## src/rtl/key_scan_pkg.sv

```systemverilog
// Shared constants for the key scanner: key roles, default timing and a counter-width helper.
package key_scan_pkg;

  localparam int N_KEYS = 3;

  localparam int KEY_INC = 0;
  localparam int KEY_DEC = 1;
  localparam int KEY_CLR = 2;

  localparam int SCAN_DIV_DEF       = 50000;
  localparam int DEBOUNCE_SCANS_DEF = 8;
  localparam int REPEAT_DELAY_DEF   = 50;
  localparam int REPEAT_RATE_DEF    = 10;

  // Bits needed to hold 0..n-1, never less than one.
  function automatic int cnt_width(input int n);
    return (n <= 2) ? 1 : $clog2(n);
  endfunction

endpackage

```

## src/rtl/key_debounce_ch.sv

```systemverilog
// One key channel: debounces scan samples into a level and emits press / hold-repeat pulses.
module key_debounce_ch
  import key_scan_pkg::*;
#(
  parameter int DEBOUNCE_SCANS = DEBOUNCE_SCANS_DEF,
  parameter int REPEAT_DELAY   = REPEAT_DELAY_DEF,
  parameter int REPEAT_RATE    = REPEAT_RATE_DEF
) (
  input  logic clk,
  input  logic rst,
  input  logic sample_en,
  input  logic sample,
  output logic level,
  output logic pulse
);

  localparam int CNT_W   = cnt_width(DEBOUNCE_SCANS + 1);
  localparam int REP_TOP = REPEAT_DELAY + REPEAT_RATE - 1;
  localparam int REP_W   = cnt_width(REP_TOP + 1);

  logic [CNT_W-1:0] cnt, cnt_nxt;
  logic [REP_W-1:0] rep, rep_nxt;
  logic             level_nxt;
  logic             pulse_nxt;

  // NOTE: every signal gets a default before any branch, so no path leaves one unassigned and no latch is inferred.
  always_comb begin
    cnt_nxt   = cnt;
    rep_nxt   = rep;
    level_nxt = level;
    pulse_nxt = 1'b0;
    if (sample_en) begin
      if (sample == level) begin
        cnt_nxt = '0;
      end else if (cnt == CNT_W'(DEBOUNCE_SCANS - 1)) begin
        level_nxt = ~level;
        cnt_nxt   = '0;
      end else begin
        cnt_nxt = cnt + CNT_W'(1);
      end

      // rep counts frames since the press; it parks in DELAY..DELAY+RATE-1 so it never overflows.
      if (level_nxt != level) begin
        rep_nxt   = '0;
        pulse_nxt = level_nxt;
      end else if (!level || REPEAT_DELAY == 0) begin
        rep_nxt = '0;
      end else begin
        rep_nxt   = (rep == REP_W'(REP_TOP)) ? REP_W'(REPEAT_DELAY) : rep + REP_W'(1);
        pulse_nxt = (rep_nxt == REP_W'(REPEAT_DELAY));
      end
    end
  end

  // NOTE: state registers use non-blocking assignments so every flop samples pre-edge values.
  always_ff @(posedge clk) begin
    if (rst) begin
      cnt   <= '0;
      rep   <= '0;
      level <= 1'b0;
      pulse <= 1'b0;
    end else begin
      cnt   <= cnt_nxt;
      rep   <= rep_nxt;
      level <= level_nxt;
      pulse <= pulse_nxt;
    end
  end

endmodule

```

## src/rtl/key_scan_pulse_gen.sv

```systemverilog
// Key-matrix front end: one-cold scan drive, synchronised shared return line, and one
// debounce/repeat channel per key producing single-cycle press pulses.
module key_scan_pulse_gen #(
  parameter int N_KEYS         = key_scan_pkg::N_KEYS,
  parameter int SCAN_DIV       = key_scan_pkg::SCAN_DIV_DEF,
  parameter int DEBOUNCE_SCANS = key_scan_pkg::DEBOUNCE_SCANS_DEF,
  parameter int REPEAT_DELAY   = key_scan_pkg::REPEAT_DELAY_DEF,
  parameter int REPEAT_RATE    = key_scan_pkg::REPEAT_RATE_DEF
) (
  input  logic              clk,
  input  logic              rst,
  input  logic              i_sense,
  output logic [N_KEYS-1:0] o_scan,
  output logic [N_KEYS-1:0] o_key_level,
  output logic [N_KEYS-1:0] o_key_pulse
);

  localparam int DIV_W  = key_scan_pkg::cnt_width(SCAN_DIV);
  localparam int SLOT_W = key_scan_pkg::cnt_width(N_KEYS);

  logic              sense_meta;
  logic              s_sense;
  logic [DIV_W-1:0]  div_cnt;
  logic [SLOT_W-1:0] slot;
  logic [SLOT_W-1:0] slot_nxt;
  logic              sample_pt;

  // Synchroniser idles at 1 (no key pressed) so leaving reset never looks like a press.
  always_ff @(posedge clk) begin
    if (rst) begin
      sense_meta <= 1'b1;
      s_sense    <= 1'b1;
    end else begin
      sense_meta <= i_sense;
      s_sense    <= sense_meta;
    end
  end

  // Sampling on the last cycle of a slot gives the scan line plus synchroniser time to settle.
  assign sample_pt = (div_cnt == DIV_W'(SCAN_DIV - 1));
  assign slot_nxt  = (slot == SLOT_W'(N_KEYS - 1)) ? '0 : slot + SLOT_W'(1);

  always_ff @(posedge clk) begin
    if (rst) begin
      div_cnt <= '0;
      slot    <= '0;
      o_scan  <= ~N_KEYS'(1);
    end else if (sample_pt) begin
      div_cnt <= '0;
      slot    <= slot_nxt;
      o_scan  <= ~(N_KEYS'(1) << slot_nxt);
    end else begin
      div_cnt <= div_cnt + DIV_W'(1);
    end
  end

  for (genvar k = 0; k < N_KEYS; k++) begin : gen_ch
    key_debounce_ch #(
      .DEBOUNCE_SCANS (DEBOUNCE_SCANS),
      .REPEAT_DELAY   (REPEAT_DELAY),
      .REPEAT_RATE    (REPEAT_RATE)
    ) u_ch (
      .clk       (clk),
      .rst       (rst),
      .sample_en (sample_pt && (slot == SLOT_W'(k))),
      .sample    (~s_sense),
      .level     (o_key_level[k]),
      .pulse     (o_key_pulse[k])
    );
  end

endmodule

```

## config.mk

```make
export PLATFORM = sky130hd
export DESIGN_NAME = key_scan_pulse_gen
export DESIGN_NICKNAME = d
export VERILOG_FILES = /design/src/rtl/key_scan_pkg.sv /design/src/rtl/key_debounce_ch.sv /design/src/rtl/key_scan_pulse_gen.sv
export SDC_FILE = /design/constraint.sdc
export NUM_CORES = 1
export LEC_CHECK = 0
export ABC_AREA = 1
export CAP_MARGIN = 25
export CORE_MARGIN = 3
export CORE_UTILIZATION = 33
export CTS_CLUSTER_SIZE = 10
export DETAILED_ROUTE_END_ITERATION = 10
export HOLD_SLACK_MARGIN = 0.15
export SYNTH_ARGS = -nofsm -noshare
export SYNTH_HDL_FRONTEND = slang
export SYNTH_SLANG_ARGS = --single-unit
export TNS_END_PERCENT = 20
```

## constraint.sdc

```tcl
create_clock -name clk -period 3.4 [get_ports clk]
set_input_delay 0.68 -clock clk [delete_from_list [all_inputs] [get_ports clk]]
set_output_delay 0.68 -clock clk [all_outputs]
set_load 0.05 [all_outputs]
```

## After elaboration in Yosys (flattened, before gate mapping)

Index checks and enable logic that the tools add are counted.

- Logic and storage cells: 91
- Register bits after elaboration: 59

- Shift operators: 1
- Muxes and demuxes: 31
- Bitwise gates (word level): 8
- Reduce and logical (&&, ||, !) cells: 8
- Equality and inequality tests: 18
- $add $sub $neg: 8

Operators by type and width:

| cell | number |
|---|---|
| $mux W6 | 9 |
| $eq A6 B6 Y1 const B | 6 |
| $mux W4 | 6 |
| $add A6 B1 Y6 const B | 3 |
| $add A16 B1 Y16 const B | 1 |
| $eq A16 B16 Y1 const B | 1 |
| $mux W1 | 15 |
| $add A4 B1 Y4 const B | 3 |
| $eq A4 B3 Y1 const B | 3 |
| $reduce_or A2 Y1 | 4 |
| $not A1 Y1 | 7 |
| $eq A1 B1 Y1 | 3 |
| $logic_and A1 B1 Y1 | 3 |
| $ne A1 B1 Y1 | 3 |
| $not A3 Y3 | 1 |
| $shl A1 B2 Y3 const A | 1 |
| $add A2 B1 Y2 const B | 1 |
| $eq A2 B1 Y1 const B | 1 |
| $eq A2 B2 Y1 const B | 1 |
| $logic_not A2 Y1 | 1 |
| $mux W2 | 1 |

## Longest topological paths before layout

- Word-level depth: 6
- Mapped depth: 10
- Gate-level depth less buffers: 9

## By module

Synthesis repeated with hierarchy kept, for this count alone.

- Cell total of the unflattened synthesis: 439
- Area total of the unflattened synthesis: 3105.5 um^2

Modules (own cells, without submodules):

| module | area each (um^2) | cells an instance | times used |
|---|---|---|---|
| key_debounce_ch | 663.1 | 93 | 3 |
| key_scan_pulse_gen | 1116.1 | 160 | 1 |

## Worst setup path after synthesis

OpenSTA, ideal clock, no wires.

- Path type: input to register
- Start: input port rst
- End: register div_cnt[9]
- Library setup time: 0.115 ns
- Arrival: 1.430 ns
- Stages: 6
- Path slack: 1.855 ns
- Cell sequence: clkbuf_1 > inv_1 > nand2_1 > buf_2 > a21oi_1 > o21a_1

- Cells in the longest elaborated chain, start to end: 1

RTL lines:

| element | RTL line | source |
|---|---|---|
| from (decl) | key_scan_pulse_gen.sv:11 | `input logic rst,` |
| $reduce_or A2 Y1 (no source line) | -- |  |
| to (signal assigned) | key_scan_pulse_gen.sv:53 | `div_cnt <= div_cnt + DIV_W'(1);` |
| to (decl) | key_scan_pulse_gen.sv:23 | `logic [DIV_W-1:0] div_cnt;` |

Every way passes these cells.
A chain may end at the register's enable or synchronous reset.

## Final worst setup path

- Start: register gen_ch[2].u_ch.level
- End: output port o_key_level[2]

RTL lines:

| element | RTL line | source |
|---|---|---|
| from (decl) | key_debounce_ch.sv:13 | `output logic level,` |
| from (signal assigned) | key_debounce_ch.sv:65 | `level <= level_nxt;` |
| to (decl) | key_scan_pulse_gen.sv:14 | `output logic [N_KEYS-1:0] o_key_level,` |

No word-level cell between the ends.

==> summary.md <==
| Metric | Value |
|---|---|
| Yosys warning total | `0` |
| Hold Path Stages | `1` |
| Tot GR Track Use | `0.1273` |
| Max layer used | `met4` |
| Yosys top cell by area | `dfxtp_1` |
| Core ar. | `roughly 0.0094 mm2` |
| 1st-iter DRT viols | `167` |
| Clock root buffer | `clkbuf_8` |
| Number of antenna-violating nets in the routed design | `0` |
| Worst-path maximum fanout | `9` |
| Mux contribution to synthesized area | `0` |
| Commonest non-fill, non-tap cell in the layout | `nand2_1` |
| RSZ-0062 raised after global routing | `false` |
| Most frequent cells in the layout | `nand2_1 (126), nor2_1 (71), dfxtp_1 (59), inv_1 (54), nand3_1 (51)` |
| Number of gates resized after CTS | `0` |
| Layout area overhead | `10.67%` |
| CTS Buffer Depth | `2` |
| Grt total ovfl | `0` |
| CTS sink count | `slightly below 60` |
| Final Hold Violating Endpoints | `0` |
| Die H | `approximately 110 um` |
| Synth top area cells | `dfxtp_1 (36%), nand2_1 (15%), nor2_1 (8.2%)` |
| Post-CTS Setup Inserts | `0` |
| Synth unique cells | `26` |
| Status | `finished clean` |
| Share of layout cells above drive strength 1 | `0.05964` |
| Setup TNS | `0 ns` |
| Vias in the first global route | `2732` |
| Synth Area in Adders | `0.02696` |
| R2R cell count | `7` |
| CTS Buf Count | `9` |
| Cell area after synthesis | `0.003248 mm2` |
| Worst-Margin Slew | `0.6810 ns` |
| CP delay by family, top | `buffers and inverters` |
| Initial antenna violation count | `0` |
| Worst-path clk slew | `0.07 ns` |
| DP HPWL | `4742 um` |
| WL final | `6599 um` |
| Required time of the critical path | `between 2 and 3 ns` |
| XOR/XNOR Fraction of Synth Area | `0.02696` |
| WL/cell | `10.44 um` |
| Max rail drop VDD | `0.0001787 V` |
| Top-area cell type share of the netlist area | `0.3636` |
| Final setup viols | `0` |
| Dpl cells | `617` |
| Largest net degree at the start of global routing | `36` |
| Slowest-stage cell, CP | `clkdlybuf4s50_1` |
| Hold Crit Class | `reg2reg` |
| Die width | `105.2 um` |
| Layout Cells excl Fill | `632` |
| FP Rows | `35` |
| Max_slew headroom | `0.5449` |
| Leakage | `1.361 nW` |
| GPL Wtd Cong | `~0.81` |
| Achievable Freq | `420.4 MHz` |
| Clock skew | `0.01321 ns` |
| Starting density of the core | `0.3450` |
| Detailed-route DRC error count | `0` |
| Simple-Gate Fraction of Synth Area | `0.3906` |
| Power per standard cell area | `369.2 mW/mm2` |
| # nets final | `roughly 510` |
| Cell chain of the critical path | `clkdlybuf4s50_1` |
| CP startpoint kind | `register` |
| Synth Net Count | `505` |
| CP bufs+invs | `1` |
| Syn Area/Cell | `6.562 um2` |
| Die area | `0.01107 mm2` |
| Global-route wire length before repair | `11890 um` |
| Clock latency on the worst-skew pair | `roughly 0.33 ns` |
| First-pass DRT Iterations | `6` |
| Met2 wire len | `roughly 3100 um` |
| Total Power | `1.327 mW` |
| WL met3 | `148 um` |
| Post-Syn Instances | `495` |
| Synth Area in Compound Gates | `0.09091` |
| WP depth | `1` |
| Met1 WL | `about 3300 um` |
| Arrival @ worst endpoint | `1.70 ns` |
| CP Capture Type | `output pin` |
| Crit-path max cell delay | `a little under 0.9 ns` |
| CTS Hold Buffers Added | `0` |
| TritonCTS clock tree | `yes` |
| Final Cycle Share | `0.6996` |
| Largest family of logic cells by synthesized area | `simple AND/OR/NAND/NOR gates` |
| Sequential-to-total area share from yosys stat | `0.3636` |
| H-tree depth | `3` |
| Diodes inserted | `0` |
| Setup CP Type | `reg2out` |
| Slew Limit Fails | `0` |
| Reg-to-reg setup timing slack | `1.53 ns` |
| Via count | `2980` |
| Final min period | `between 2 and 2.5 ns` |
| Vias per cell | `4.715` |
| Top Ports | `12` |
| Number of port buffers | `11` |
| Synthesized flop and latch total | `59` |
| Max Cap Viol | `0` |
stage by stage:
step	utilization	hold WS (ns)	setup slack, ns	area (um2)
2_1_floorplan	-	0.3895	1.855	3248
3_3_place_gp	0.3625	0.4089	1.199	3413
3_5_place_dp	0.3625	0.3936	1.156	3413
4_1_cts	0.3818	0.4106	0.9983	3595
5_1_grt	0.3818	0.4290	0.9133	3595
6_report	0.3818	0.4090	1.021	3595
layout make-up:
class	instances	area (um2)
clock inverters	6	57.56
inverters	57	214.0
multi-input cells	360	1739
well taps	129	161.4
clock buffers	9	123.9
fillers	1009	5821
repair buffers	12	117.6
flip-flops and latches	59	1181
flip-flops by register name, summed over array words and instances (netlist names), 2 cells and up:
name               count
gen_ch.u_ch.level      3
gen_ch.u_ch.pulse      3
div_cnt               16
gen_ch.u_ch.cnt       12
gen_ch.u_ch.rep       18
slot                   2
o_scan                 3
report_power, final:
part | total (mW) | switching [mW] | internal (mW)
registers | 0.699 | 0.00367 | 0.695
logic | 0.0251 | 0.0172 | 0.00793
clock network | 0.603 | 0.274 | 0.329
cells in the mapped netlist, drive strengths merged:
library cell,number
dfxtp,59
clkbuf,7
o21a,6
xor2,7
a21oi,39
nand4,13
a31oi,2
o21bai,1
nor2,73
nor3,13
nand3,56
buf,12
ha,7
nand2,127
inv,57
xnor2,3
nor3b,3
o21ai,7
or2,3
kinds of logic after synthesis:
family	count (synthesis)
xor+xnor	10
flops	59
buf+inv	76
compound gates	55
simple gates	288
fa+ha+maj	7
routing by layer:
layer / global-route usage / vias to the layer above
li1: - / 1596
met1: 0.1652 / 1355
met2: 0.2095 / 27
met3: 0.02939 / 2
met4: 0.03936 / 0
met5: 0 / -
final timing paths:
path | endpoint | start
worst max-delay path | o_key_level[2] | gen_ch[2].u_ch.level$_SDFFE_PP0P_
worst min register to register | s_sense$_SDFF_PP1_ | sense_meta$_SDFF_PP1_
worst min-delay path | s_sense$_SDFF_PP1_ | sense_meta$_SDFF_PP1_
worst max register to register | div_cnt[9]$_SDFF_PP0_ | div_cnt[0]$_SDFF_PP0_
Power figures use the tool's default switching activity.
